===== config.mk =====
export PLATFORM = sky130hd
export DESIGN_NAME = v_priority_scanner
export DESIGN_NICKNAME = d
export VERILOG_FILES = /design/src/rtl/v_priority_pkg.sv /design/src/rtl/v_pe_find_first.sv /design/src/rtl/v_priority_scanner.sv
export SDC_FILE = /design/constraint.sdc
export NUM_CORES = 1
export LEC_CHECK = 0
export CAP_MARGIN = 20
export CORE_MARGIN = 3
export CORE_UTILIZATION = 25
export CTS_CLUSTER_DIAMETER = 120
export DETAILED_ROUTE_END_ITERATION = 8
export PLACE_DENSITY = 0.5
export SLEW_MARGIN = 20
export SYNTH_ARGS = -nofsm -noshare
export SYNTH_HDL_FRONTEND = slang
export SYNTH_SLANG_ARGS = --single-unit
export TNS_END_PERCENT = 30

===== constraint.sdc =====
create_clock -name clk -period 2.6 [get_ports clk]
set_clock_uncertainty 0.1 [all_clocks]
set_input_delay 0.52 -clock clk [delete_from_list [all_inputs] [get_ports clk]]
set_output_delay 0.52 -clock clk [all_outputs]
set_load 0.005 [all_outputs]

===== src/rtl/v_priority_pkg.sv =====
// rtl/v_priority_pkg.sv - shared types and helpers for the priority scanner
// Purpose: FSM state encoding and the clog2 helper used to size index ports.
// Ports: none (package).
package v_priority_pkg;

  typedef enum logic {
    ST_IDLE = 1'b0,
    ST_EMIT = 1'b1
  } state_t;

  // Smallest r with 2**r >= value; elaboration-time only.
  function automatic int clog2(input int value);
    int r;
    r = 0;
    while ((1 << r) < value) begin
      r = r + 1;
    end
    return r;
  endfunction

endpackage


===== src/rtl/v_pe_find_first.sv =====
// rtl/v_pe_find_first.sv - combinational find-first-set with one-hot result
// Purpose: locate the highest-priority set bit of vec.
// Ports:
//   vec     in   WIDTH  vector to search
//   idx     out  IDX_W  index of the priority bit (0 when vec is zero)
//   found   out  1      vec has at least one bit set
//   onehot  out  WIDTH  one-hot mask of the priority bit (0 when vec is zero)
// MSB_FIRST=1 gives bit WIDTH-1 top priority, otherwise bit 0.
module v_pe_find_first
  import v_priority_pkg::*;
#(
  parameter int WIDTH     = 8,
  parameter bit MSB_FIRST = 1'b0,
  localparam int IDX_W    = clog2(WIDTH)
) (
  input  logic [WIDTH-1:0] vec,
  output logic [IDX_W-1:0] idx,
  output logic             found,
  output logic [WIDTH-1:0] onehot
);

  // The loop walks toward the top-priority end so the last hit wins.
  always_comb begin
    idx    = '0;
    onehot = '0;
    found  = |vec;
    if (MSB_FIRST) begin
      for (int i = 0; i < WIDTH; i++) begin
        if (vec[i]) begin
          idx       = IDX_W'(i);
          onehot    = '0;
          onehot[i] = 1'b1;
        end
      end
    end else begin
      for (int i = WIDTH - 1; i >= 0; i--) begin
        if (vec[i]) begin
          idx       = IDX_W'(i);
          onehot    = '0;
          onehot[i] = 1'b1;
        end
      end
    end
  end

endmodule


===== src/rtl/v_priority_scanner.sv =====
// rtl/v_priority_scanner.sv - registered scanner emitting each set-bit index per beat
// Purpose: latch a select vector and stream the index of every set bit,
//   lowest index first, or highest first when V_PRIORITY_SCANNER_MSB_FIRST_EN
//   is defined. An all-zero vector yields a single out_none beat.
// Ports:
//   clk, rst_n            clock, asynchronous active-low reset
//   in_valid/in_ready     input handshake; in_sel sampled on transfer
//   in_sel    [WIDTH]     select vector
//   out_valid/out_ready   output handshake
//   out_code  [IDX_W]     index of the current set bit
//   out_last              final beat of this vector
//   out_none              latched vector was all-zero
module v_priority_scanner
  import v_priority_pkg::*;
#(
  parameter int WIDTH  = 8,
  localparam int IDX_W = clog2(WIDTH)
) (
  input  logic             clk,
  input  logic             rst_n,
  input  logic             in_valid,
  output logic             in_ready,
  input  logic [WIDTH-1:0] in_sel,
  output logic             out_valid,
  input  logic             out_ready,
  output logic [IDX_W-1:0] out_code,
  output logic             out_last,
  output logic             out_none
);

`ifdef V_PRIORITY_SCANNER_MSB_FIRST_EN
  localparam bit MSB_FIRST = 1'b1;
`else
  localparam bit MSB_FIRST = 1'b0;
`endif

  state_t           state, state_nxt;
  // mask holds the bits still to be emitted after the beat currently on
  // the outputs, so the next beat is found with a single search.
  logic [WIDTH-1:0] mask, mask_nxt;
  logic [WIDTH-1:0] src, src_rest, src_onehot, rest_onehot;
  logic [IDX_W-1:0] src_idx, rest_idx;
  logic             src_found, rest_found;
  logic             accept, xfer, load;
  logic             out_valid_nxt, out_last_nxt, out_none_nxt;
  logic [IDX_W-1:0] out_code_nxt;
  logic             unused_rest;

  v_pe_find_first #(.WIDTH(WIDTH), .MSB_FIRST(MSB_FIRST)) u_find_cur (
    .vec    (src),
    .idx    (src_idx),
    .found  (src_found),
    .onehot (src_onehot)
  );

  // Searching what remains after the chosen bit tells us whether the
  // beat being loaded is the last one.
  v_pe_find_first #(.WIDTH(WIDTH), .MSB_FIRST(MSB_FIRST)) u_find_rest (
    .vec    (src_rest),
    .idx    (rest_idx),
    .found  (rest_found),
    .onehot (rest_onehot)
  );

  assign unused_rest = ^{rest_idx, rest_onehot};

  always_comb begin
    state_nxt     = state;
    mask_nxt      = mask;
    out_valid_nxt = out_valid;
    out_code_nxt  = out_code;
    out_last_nxt  = out_last;
    out_none_nxt  = out_none;

    xfer     = out_valid && out_ready;
    in_ready = (state == ST_IDLE) || (xfer && out_last);
    accept   = in_valid && in_ready;
    // A new beat is loaded either from a freshly accepted vector or from
    // the remaining mask after a non-final transfer.
    load     = accept || (xfer && !out_last);
    src      = accept ? in_sel : mask;
    src_rest = src & ~src_onehot;

    if (load) begin
      state_nxt     = ST_EMIT;
      mask_nxt      = src_rest;
      out_valid_nxt = 1'b1;
      out_code_nxt  = src_idx;
      out_last_nxt  = !rest_found;
      out_none_nxt  = !src_found;
    end else if (xfer) begin
      state_nxt     = ST_IDLE;
      mask_nxt      = '0;
      out_valid_nxt = 1'b0;
      out_code_nxt  = '0;
      out_last_nxt  = 1'b0;
      out_none_nxt  = 1'b0;
    end
  end

  always_ff @(posedge clk or negedge rst_n) begin
    if (!rst_n) begin
      state     <= ST_IDLE;
      mask      <= '0;
      out_valid <= 1'b0;
      out_code  <= '0;
      out_last  <= 1'b0;
      out_none  <= 1'b0;
    end else begin
      state     <= state_nxt;
      mask      <= mask_nxt;
      out_valid <= out_valid_nxt;
      out_code  <= out_code_nxt;
      out_last  <= out_last_nxt;
      out_none  <= out_none_nxt;
    end
  end

endmodule

==> results of run 1 <==
## power groups by stage
stage          Sequential (W)  Clock (W)  Combinational [W]
3_3_place_gp         0.000345          0           0.000515
3_5_place_dp         0.000347          0           0.000506
2_1_floorplan        0.000327          0           0.000307
5_1_grt              0.000354   0.000141           0.000564
4_1_cts              0.000344   0.000131           0.000511
6_report             0.000343   0.000127           0.000507
## worst max-delay path, cell delays in order
cell	delay (ns)
clkdlybuf4s50_1	0.41
a21bo_2	0.22
buf_4	0.13
clkdlybuf4s50_1	0.44
## layer usage
metal,up-vias,share of wire,wire [um],GRT usage
met5,-,0,0,0
met1,408,0.48,1186,0.1616
met2,22,0.47,1148,0.2048
met3,2,0.039,95,0.01709
li1,444,-,-,-
met4,0,0.0074,18,0.05440
## stage by stage
step / utilization / hold slack [ns] / instances / setup slack (ns) / area, um2
3_3_place_gp: 0.3633 / 0.3806 / 169 / 0.1169 / 1164
2_1_floorplan: - / 0.1244 / 102 / 0.6024 / 883.3
6_report: 0.3715 / 0.4022 / 173 / 0.2527 / 1190
5_1_grt: 0.3715 / 0.4264 / 173 / 0.1891 / 1190
4_1_cts: 0.3715 / 0.4017 / 173 / 0.2415 / 1190
3_5_place_dp: 0.3633 / 0.3843 / 169 / 0.06761 / 1164
## sequential cells by signal, summed over array words and instances (netlist names)
name      flops
out_code      3
out_none      1
mask          7
out_last      1
state         1
## cells by family after synthesis
logic type | count (synthesis)
fa+ha+maj | 2
compound gates | 40
flops | 13
buf+inv | 5
mux | 1
simple gates | 41
## Yosys cell counts (2+ instances only)
cell	instances	area share
a21oi_1	5	0.028
a22o_1	2	0.020
a32o_1	5	0.057
and2_1	2	0.014
clkbuf_1	2	0.0085
dfrtp_1	13	0.37
inv_1	3	0.013
maj3_1	2	0.023
nand2_1	10	0.042
nand2b_1	4	0.028
nand3_1	3	0.017
nor2_1	8	0.034
nor2b_1	2	0.014
nor3_1	6	0.034
o21ai_0	11	0.062
o32ai_1	2	0.020
or3_4	2	0.025
## layout make-up
| type | instances | area [um2] |
|---|---|---|
| fill | 344 | 2013 |
| multi-input combinational | 84 | 539.3 |
| sequential | 13 | 325.3 |
| timing repair buffer | 25 | 232.7 |
| tap | 44 | 55.05 |
| clock buffer | 4 | 26.28 |
| inverter | 3 | 11.26 |
## final timing paths
kind | start | endpoint | slack, ns
setup / recovery | out_ready | in_ready | 0.25
hold / removal | out_code[2]$_DFFE_PN0P_ | out_code[2]$_DFFE_PN0P_ | 0.40
setup reg to reg | state$_DFFE_PN0P_ | out_none$_DFFE_PN0P_ | 0.64
hold reg to reg | out_code[2]$_DFFE_PN0P_ | out_code[2]$_DFFE_PN0P_ | 0.40
max in group asynchronous | rst_n | mask[2]$_DFFE_PN0P_ | 1.49
min in group asynchronous | rst_n | mask[4]$_DFFE_PN0P_ | 0.52
==> results.ini, run 1 <==
[floorplanning]
die_h_um=65.44
dieArea_um2=4282
start_util=0.2758
ios=19
die_w_um=65.44
rows=20
core_area_um2=3203

[clock_tree]
hold_buffers=0
cts_setup_buffers=0
cts_buffer_depth=2
cts_made_buffers=3
tritoncts=done
path_clk_slew_ns=0.08
htree_levels=1
cts_sinks=13
clkLatencyLatePin_ns=0.28
root_buffer=clkbuf_4
cts_resized=0

[global_routing]
grt_pass1_wl_um=4071
grtUsageTotal=0.1244
grt_pass1_vias=871
antenna_found_initial=0
grt_max_degree=14
grt_remaining_overflow=0

[sta]
max_clock_freq_ghz=0.4260
drv_slew=0
maxSlewHeadroom=0.5966
hold_viol_final=0
fin_setup_tns_ns=0
period_minus_slack_ns=2.347
setup_viol_count_final=0
rsz0062_at_grt=false
post-route-period-util=0.9028
worst_slew_pin_slew_ns=0.6032

[synthesis]
syn_nets=114
yosysSeqAreaShare=0.3683
netlist_area_um2=883.3
synth_cell_types=37
yosys.area_share.simple=0.2436
ys_ff_latch=13
synth_warnings=0
avgSynthCellArea_um2=8.660
ys_async_sr_fraction=1.000
synth_xor_area_frac=0
synth_mux_area_frac=0.01275
postSynthCellCount=102
ys.flop_type=dfrtp_1
synth_edf_count=0
synth_compound_area_frac=0.3314
synth_top_family_by_area=compound AO/OA/AOI/OAI gates
synthAdderAreaFrac=0.02266

[finish]
drive_gt1_frac=0.1550
final_cell_mix=clkdlybuf4s50_1 (18), dfrtp_1 (13), o21ai_0 (11)
diodes=0
layout_commonest_cell=clkdlybuf4s50_1
area_growth_syn_to_layout_pct=34.70
fin_nets=142

[place]
hpwl_um=1936
io_buffer_count=18
gp_congestion=0.8028

[route]
detail_route.iter0.violations=23
drc=0
routed_wl_um=2448
dr.pass1.iters=5
num_vias=876
final_antenna_net_count=0
vias_per_cell=5.064
routedWlPerCell_um=14.15

[critical_path]
path_class=in -> out
worstSetupStartpointType=input pin
cp_max_fo=3
crit_path_end_kind=output port
arrival_ns=1.73
ff2ff_path_depth=4
cp.required_ns=1.98

[power_and_ir_drop]
pwr_density_cell_nw_per_um2=821.2
p_total_w=0.0009772
vdd_drop_max_v=0.0002974
switchingPower_w=0.0003794
p_seq_frac=0.351
leakage_nw=0.4769
p_int_w=0.0005978
p_clk_frac=0.130
comb_power_share=0.519
switching_share=0.3883

[job]
drv_cap=0

[worst_hold_path]
hold_path.class=reg -> reg
hold_depth=2

[outcome]
status=finished, final reports clean

No activity file was read; power rests on OpenSTA's default activity.
==> run 2: changes to the inputs <==
Settings changed: CELL_PAD_IN_SITES_DETAIL_PLACEMENT from default to 0, CELL_PAD_IN_SITES_GLOBAL_PLACEMENT from default to 1, PLACE_DENSITY 0.5 to 0.62.
==> run 2 against run 1 <==
  * Global-route usage up 0.97 points
  * Utilization is 0.23 points higher
  * Critical path depth is 1 lower
  * Clock power is 5% higher
  * Cell area grew 0.63%
  * Sequential power is essentially flat
  * Clock-buffer cell count stayed put
  * Non-clock buffer count is 1 higher
  * First-iteration DRC count increased by 57%
  * Routed wire length increased by 8.9%
==> results.ini, run 2 (synthesis results as in run 1) <==
[outcome]
status=finished, final reports clean  ; unchanged

[critical_path]
cp_max_fo=4  ; was 3
worstSetupStartpointType=input pin  ; unchanged
path_cells=clkdlybuf4s50_1 > a21bo_2 > clkdlybuf4s50_1  ; was clkdlybuf4s50_1 > a21bo_2 > buf_4 > clkdlybuf4s50_1
rrSetupSlack_ns=0.64  ; about the same
path_class=in -> out  ; unchanged
cpPeakStageDelay_ns=0.50  ; was 0.44 ns
cp_common_cell=clkdlybuf4s50_1  ; unchanged
cp.required_ns=1.98  ; about the same
crit_path_end_kind=output port  ; unchanged
arrival_ns=1.66  ; was 1.73 ns
slowest_stage=clkdlybuf4s50_1  ; unchanged

[power_and_ir_drop]
p_clk_frac=0.135  ; was 0.130
switchingPower_w=0.0003945  ; was 0.0003794 W
leakage_nw=0.4824  ; was 0.4769 nW
p_int_w=0.0005931  ; was 0.0005978 W
pwr_density_cell_nw_per_um2=824.9  ; was 821.2 nW/um2
comb_power_share=0.517  ; was 0.519
vdd_drop_max_v=0.0003095  ; was 0.0002974 V
switching_share=0.3995  ; was 0.3883
p_seq_frac=0.349  ; was 0.351

[place]
hpwl_um=2049  ; was 1936 um
io_buffer_count=18  ; unchanged
gp_congestion=0.7944  ; was 0.8028
placed_cells=170  ; was 169

[clock_tree]
path_clk_slew_ns=0.08  ; about the same
cts_resized=0  ; unchanged
tritoncts=done  ; unchanged
clkLatencyLatePin_ns=0.28  ; about the same
htree_levels=1  ; unchanged
hold_buffers=0  ; unchanged
cts_sinks=13  ; unchanged
cts_made_buffers=3  ; unchanged
cts_setup_buffers=0  ; unchanged
cts_buffer_depth=2  ; unchanged
root_buffer=clkbuf_4  ; unchanged

[sta]
maxSlewHeadroom=0.5661  ; was 0.5966
post-route-period-util=0.8787  ; was 0.9028
max_clock_freq_ghz=0.4377  ; was 0.4260 GHz
period_minus_slack_ns=2.285  ; was 2.347 ns
fin_setup_tns_ns=0  ; unchanged
setup_viol_count_final=0  ; unchanged
worst_slew_pin_slew_ns=0.6488  ; was 0.6032 ns
rsz0062_at_grt=false  ; unchanged
hold_viol_final=0  ; unchanged
drv_slew=0  ; unchanged
holdWs_ns=0.3977  ; was 0.4022 ns

[route]
final_antenna_net_count=0  ; unchanged
drc=0  ; unchanged
vias_per_cell=5.149  ; was 5.064
routedWlPerCell_um=15.33  ; was 14.15 um
routed_wl_um=2667  ; was 2448 um
detail_route.iter0.violations=36  ; was 23
dr.pass1.iters=4  ; was 5
num_vias=896  ; was 876

[job]
drv_cap=0  ; unchanged

[finish]
fin_nets=143  ; was 142
drive_gt1_frac=0.1615  ; was 0.1550
top_regs=mask (7), out_code (3)  ; unchanged
diodes=0  ; unchanged
final_cell_mix=clkdlybuf4s50_1 (18), dfrtp_1 (13), o21ai_0 (11)  ; unchanged
final_cell_count_no_fill=174  ; was 173
layout_commonest_cell=clkdlybuf4s50_1  ; unchanged
nFillCells=379  ; was 344
top_register=mask  ; unchanged
largest_reg_flops=7  ; unchanged
area_growth_syn_to_layout_pct=35.55  ; was 34.70%

[floorplanning]
start_util=0.2758  ; unchanged
rows=20  ; unchanged
dieArea_um2=4282  ; unchanged
core_area_um2=3203  ; unchanged
die_w_um=65.44  ; unchanged
die_h_um=65.44  ; unchanged
ios=19  ; unchanged

[global_routing]
busiest_layer=met2  ; unchanged
grtUsageMet2=0.2137  ; was 0.2048
antenna_found_initial=0  ; unchanged
grt_max_degree=14  ; unchanged
grt_use_met1=0.1835  ; was 0.1616
grtUsageTotal=0.1341  ; was 0.1244
grt_pass1_wl_um=4360  ; was 4071 um
grt_remaining_overflow=0  ; unchanged
grt_pass1_vias=895  ; was 871
use_met3=0.02051  ; was 0.01709

[worst_hold_path]
hold_path.class=reg -> reg  ; unchanged

## run 2: routing by layer
layer,up-vias,share of wire
met5,-,0
met4,0,0.010
met3,4,0.044
met2,19,0.45
met1,430,0.49
li1,443,-
## run 2: path summary, 6_finish.rpt
path,startpoint,endpoint,cells past startpoint
worst max register to register,state$_DFFE_PN0P_,out_none$_DFFE_PN0P_,4
min in group asynchronous,rst_n,state$_DFFE_PN0P_,1
worst max-delay path,out_ready,in_ready,3
worst min register to register,out_code[2]$_DFFE_PN0P_,out_code[2]$_DFFE_PN0P_,2
worst min-delay path,out_code[2]$_DFFE_PN0P_,out_code[2]$_DFFE_PN0P_,2
max in group asynchronous,rst_n,mask[6]$_DFFE_PN0P_,1
## run 2: power groups by stage
| stage | Clock [W] | Sequential (W) | Combinational [W] |
|---|---|---|---|
| 6_report | 0.000133 | 0.000344 | 0.000510 |
| 5_1_grt | 0.000144 | 0.000357 | 0.000574 |
| 4_1_cts | 0.000137 | 0.000343 | 0.000514 |
| 3_5_place_dp | 0 | 0.000346 | 0.000510 |
| 3_3_place_gp | 0 | 0.000345 | 0.000514 |
| 2_1_floorplan | 0 | 0.000327 | 0.000307 |
## run 2: cell type report
| class | instances | area [um2] | share of cell area |
|---|---|---|---|
| tap | 44 | 55.05 | 0.04598 |
| clock buffer | 4 | 26.28 | 0.02194 |
| timing repair buffer | 26 | 240.2 | 0.2006 |
| inverter | 3 | 11.26 | 0.009404 |
| sequential | 13 | 325.3 | 0.2717 |
| multi-input combinational | 84 | 539.3 | 0.4504 |
## run 2: worst max-delay path, delay by kind of cell
kind                   cells  cell delay [ns]
buffers and inverters      2             0.97
AO/OA/AOI/OAI              1             0.17
## run 2: stage by stage
| stage | worst slack, ns | instance area, um2 | power [W] | util |
|---|---|---|---|---|
| 5_1_grt | 0.2844 | 1197 | 0.001075 | 0.3738 |
| 4_1_cts | 0.3063 | 1197 | 0.0009934 | 0.3738 |
| 3_5_place_dp | 0.09101 | 1171 | 0.0008560 | 0.3656 |
| 2_1_floorplan | 0.6024 | 883.3 | 0.0006340 | - |
| 6_report | 0.3153 | 1197 | 0.0009877 | 0.3738 |
| 3_3_place_gp | 0.1329 | 1171 | 0.0008595 | 0.3656 |
